==> src/rtl/fifo_wr_arbiter.sv <==
`timescale 1ns/1ps
`default_nettype none
// +----------------------------------------------------------------------+
// | fifo_wr_arbiter : round-robin burst arbiter for a FIFO write port     |
// | Revision 1.0                                                          |
// +----------------------------------------------------------------------+
module fifo_wr_arbiter #(
  parameter int DATA_WIDTH = 8,
  parameter int NUM_REQ    = 4,
  parameter int MAX_BURST  = 4
) (
  input  logic                          wr_clk,
  input  logic                          rst,
  input  logic [NUM_REQ-1:0]            req,
  input  logic [NUM_REQ*DATA_WIDTH-1:0] req_data,
  output logic [NUM_REQ-1:0]            ack,
  output logic [NUM_REQ-1:0]            gnt,
  input  logic                          full,
  output logic                          write,
  output logic [DATA_WIDTH-1:0]         wdata,
  output logic                          busy
);

  localparam int PTR_W  = $clog2(NUM_REQ);
  localparam int BCNT_W = $clog2(MAX_BURST) + 1;
  localparam logic [BCNT_W-1:0] BCNT_LAST = BCNT_W'(MAX_BURST - 1);
  localparam logic [PTR_W-1:0]  PTR_LAST  = PTR_W'(NUM_REQ - 1);

  typedef enum logic [0:0] {
    S_IDLE  = 1'b0,
    S_GRANT = 1'b1
  } state_t;

  state_t              state_q;
  logic [NUM_REQ-1:0]  gnt_q;
  logic [PTR_W-1:0]    ptr_q;
  logic [BCNT_W-1:0]   bcnt_q;
  logic                busy_q;

  logic [NUM_REQ-1:0]  win_oh_d;
  logic [PTR_W-1:0]    own_idx_d;
  logic [PTR_W-1:0]    ptr_rel_d;
  logic                release_d;

  // Rotating-priority search: first asserted request at ptr, ptr+1, ... (mod NUM_REQ).
  always_comb begin
    logic             found;
    logic [PTR_W:0]   sum;
    logic [PTR_W-1:0] cand;
    win_oh_d = '0;
    found    = 1'b0;
    sum      = '0;
    cand     = '0;
    for (int off = 0; off < NUM_REQ; off++) begin
      sum = {1'b0, ptr_q} + (PTR_W+1)'(off);
      if (sum >= (PTR_W+1)'(NUM_REQ)) begin
        sum = sum - (PTR_W+1)'(NUM_REQ);
      end
      cand = sum[PTR_W-1:0];
      if (!found && req[cand]) begin
        win_oh_d[cand] = 1'b1;
        found          = 1'b1;
      end
    end
  end

  always_comb begin
    own_idx_d = '0;
    for (int i = 0; i < NUM_REQ; i++) begin
      if (gnt_q[i]) begin
        own_idx_d = PTR_W'(i);
      end
    end
  end

  assign ptr_rel_d = (own_idx_d == PTR_LAST) ? '0 : own_idx_d + PTR_W'(1);

  // Only the owner can be acked; reset and full both block the write the same cycle.
  assign ack   = gnt_q & req & {NUM_REQ{~full & ~rst}};
  assign write = |ack;

  always_comb begin
    wdata = '0;
    for (int i = 0; i < NUM_REQ; i++) begin
      if (ack[i]) begin
        wdata = wdata | req_data[i*DATA_WIDTH +: DATA_WIDTH];
      end
    end
  end

  // Burst ends on the last allowed word or when the owner withdraws its request.
  assign release_d = !req[own_idx_d] || (write && (bcnt_q == BCNT_LAST));

  always_ff @(posedge wr_clk) begin
    if (rst) begin
      state_q <= S_IDLE;
      gnt_q   <= '0;
      ptr_q   <= '0;
      bcnt_q  <= '0;
      busy_q  <= 1'b0;
    end else begin
      case (state_q)
        S_IDLE: begin
          if (|req && !full) begin
            state_q <= S_GRANT;
            gnt_q   <= win_oh_d;
            bcnt_q  <= '0;
            busy_q  <= 1'b1;
          end
        end
        S_GRANT: begin
          if (release_d) begin
            state_q <= S_IDLE;
            gnt_q   <= '0;
            ptr_q   <= ptr_rel_d;
            bcnt_q  <= '0;
            busy_q  <= 1'b0;
          end else if (write) begin
            bcnt_q  <= bcnt_q + BCNT_W'(1);
          end
        end
        default: begin
          state_q <= S_IDLE;
          gnt_q   <= '0;
          busy_q  <= 1'b0;
        end
      endcase
    end
  end

  assign gnt  = gnt_q;
  assign busy = busy_q;

endmodule
`default_nettype wire
==> config.mk <==
export PLATFORM = sky130hd
export DESIGN_NAME = fifo_wr_arbiter
export DESIGN_NICKNAME = d
export VERILOG_FILES = /design/src/rtl/fifo_wr_arbiter.sv
export SDC_FILE = /design/constraint.sdc
export NUM_CORES = 1
export LEC_CHECK = 0
export CAP_MARGIN = 20
export CORE_MARGIN = 3
export CORE_UTILIZATION = 39
export DETAILED_ROUTE_END_ITERATION = 10
export PLACE_DENSITY = 0.89
export SYNTH_ARGS = -nofsm -noshare
export SYNTH_HDL_FRONTEND = slang
export SYNTH_SLANG_ARGS = --single-unit
==> constraint.sdc <==
create_clock -name wr_clk -period 4.4 [get_ports wr_clk]
set_clock_uncertainty 0.1 [all_clocks]
set_input_delay 0.66 -clock wr_clk [delete_from_list [all_inputs] [get_ports wr_clk]]
set_output_delay 0.66 -clock wr_clk [all_outputs]
set_load 0.05 [all_outputs]
==> reports/summary.json <==
{
  "global_routing": {
    "globalRouteOverflowTotal": 0,
    "grt_pass1_vias": 1324,
    "grt_pass1_wl_um": 5637,
    "largest_net_degree_at_the_start_of_global_routing": 13,
    "global_route_usage_over_all_layers_pct": 19.79,
    "antenna_found_initial": 0
  },
  "timing": {
    "hold_viol": 0,
    "setup_repair_after_global_routing_missed_its_margin": "false",
    "timing.final.setup_violations": 0,
    "timing.fmax_mhz": 249.7,
    "min_period_over_period_pct": 91.03,
    "fin_worst_hold_slack_ns": 0.3893,
    "setup_total_negative_slack_ns": 0,
    "period_needed_ns": 4.005,
    "timing.final.max_slew_violations": 0,
    "timing.max_slew.rel_slack_pct": 43.73,
    "tightest_slew_ns": 0.8376
  },
  "routing": {
    "routedWlPerCell_um": 16.42,
    "drt-total-wl_um": 3711,
    "initialDrtViolationCount": 57,
    "firstDrtPassIters": 4,
    "drc_errors": 0,
    "vias": 1383,
    "vias_per_cell": 6.119,
    "drtAntennaViolNets": 0
  },
  "critical_path": {
    "crit_path_start_kind": "primary input",
    "worst-setup-path-type": "in -> out",
    "data_arrival_critical_path_ns": 3.25,
    "timing.critical_path.required_ns": 3.64,
    "maximum_fanout_count_along_the_critical_path": 10,
    "timing.reg2reg.worst_path_depth": 6,
    "setup.worst_path.end_class": "primary output"
  },
  "cells_and_area": {
    "num_antenna_cells": 0,
    "syn2layout_area_growth_pct": 47.83,
    "drive_gt1_share_pct": 6.667,
    "final_nets": 244,
    "final_util_pct": 61.79,
    "leading_cell_type_in_the_layout_fill_and_taps_excluded": "clkdlybuf4s50_1",
    "commonest_cells_after_routing_fill_and_taps_aside": "56 x clkdlybuf4s50_1, 17 x a22oi_1, 15 x nand2_1"
  },
  "power": {
    "cell_leakage_power_uw": 0.0006336,
    "power_density_nw_per_um2": 173.6,
    "power.ir.vdd_worst_mv": 0.1170
  },
  "synthesis": {
    "yosys_register_bits": 11,
    "synth_top_flop_cell": "dfxtp_1",
    "avgSynthCellArea_sq_um": 8.211,
    "combined_area_of_all_synthesized_cells_sq_um": 1182,
    "synth_warnings": 0,
    "synth_edf_count": 0,
    "synth-seq-area-share_pct": 18.62,
    "synth_nets": 192,
    "synthArstFlopShare_pct": 0,
    "netlist-cell-type-count": 43,
    "syn-instance-count": 144
  },
  "worst_hold_path": {
    "worst_hold_path_stage_count": 2,
    "min_path_type": "reg -> reg"
  },
  "floorplan": {
    "effective_utilization_at_floorplan_pct": 41.80,
    "core_sq_um": 2829,
    "die_outline_height_um": 61.06,
    "die_area_sq_um": 3728,
    "rows": 19,
    "boundaryPins": 57,
    "floorplan.die.width_um": 61.06
  },
  "clock_network": {
    "cts_repair_resize_count": 0,
    "tritoncts": "built",
    "numCtsBuffers": 3,
    "sink_count": 11,
    "cts_hold_repair.buffers": 0,
    "clockBufferDepth": 2,
    "cts.repair_timing.setup_buffer_count": 0,
    "root_buffer": "clkbuf_4",
    "clkSlewWorstSetupHoldPaths_ns": 0.06,
    "htree_num_levels": 1,
    "worst_skew_late_latency_ns": 0.26
  },
  "status": {
    "run_status": "finished, final reports clean"
  },
  "placed_design": {
    "place_congestion": 0.9803,
    "io_buffers": 56,
    "hpwlAfterDp_um": 2983
  },
  "flow_run": {
    "max-cap-violations": 0
  }
}
==> critical path: stages <==
cell	delay, ns
clkdlybuf4s50_1	0.57
or2_1	0.35
nor2_1	0.55
a22oi_1	0.20
nand2_1	0.10
clkdlybuf4s50_1	0.81
==> cells in the mapped netlist (all sizes together), types with 2 or more instances <==
master | number | area share, %
a22oi | 17 | 11
nand2 | 15 | 4.8
dfxtp | 11 | 19
nand3 | 10 | 4.2
ha | 9 | 9.5
inv | 9 | 2.9
nor2 | 7 | 2.2
buf | 6 | 4.0
nor2b | 5 | 2.6
o2111ai | 5 | 3.7
a32oi | 4 | 3.0
nand4 | 4 | 2.1
nor3 | 4 | 1.7
o311a | 4 | 3.4
clkbuf | 3 | 1.1
mux4 | 3 | 5.7
or2 | 3 | 1.6
a21oi | 2 | 1.2
nand3b | 2 | 1.3
nor4 | 2 | 1.6
o21a | 2 | 1.3
o32ai | 2 | 1.5
==> through the flow <==
stage          std cells  setup WS (ns)  area [sq um]  power, uW
2_1_floorplan        144         0.9627          1182      184.2
3_3_place_gp         222         0.5084          1722      232.5
3_5_place_dp         222         0.3987          1722      237.2
4_1_cts              226         0.3970          1748      303.0
5_1_grt              226         0.2537          1748      320.7
6_report             226         0.3946          1748      303.4
==> layer usage <==
layer / track usage (%) / routed length [um] / up-vias
met5: 0 / 0 / -
met4: 7.740 / 34 / 0
met3: 5.241 / 200 / 6
met2: 36.25 / 2090 / 48
met1: 21.48 / 1386 / 662
li1: - / - / 667
==> cell families after synthesis <==
group	synth area share, %
AOI/OAI and AO/OA	31.11
DFF	18.62
adders and majority gates	9.524
buffers and inverters	7.936
and+or+nand+nor	26.24
muxes	6.560
==> final timing paths <==
check               to       from  slack (ns)
max           wdata[7]       full        0.39
min          bcnt_q[1]  bcnt_q[1]        0.39
min reg2reg  bcnt_q[1]  bcnt_q[1]        0.39
max reg2reg     gnt[1]   ptr_q[0]        1.80
==> where the power goes <==
group	leakage [uW]	switching, uW	internal, uW
combinational	0.000529	60.4	61.5
clock	0.0000150	32.4	35.0
sequential	0.0000896	9.47	105
total	0.000634	102	201
==> flip-flops by register name (all words and copies together), names as in the netlist <==
| name | cells |
|---|---|
| bcnt_q | 3 |
| busy | 1 |
| gnt | 4 |
| ptr_q | 2 |
| state_q | 1 |
==> area by class of cell <==
type | count | area, sq um
tap | 31 | 38.79
multi-input combinational | 115 | 868.3
fill | 254 | 1081
sequential | 11 | 220.2
inverter | 9 | 33.78
clock buffer | 4 | 26.28
timing repair buffer | 56 | 560.5
(Power assumes the default switching activity.)
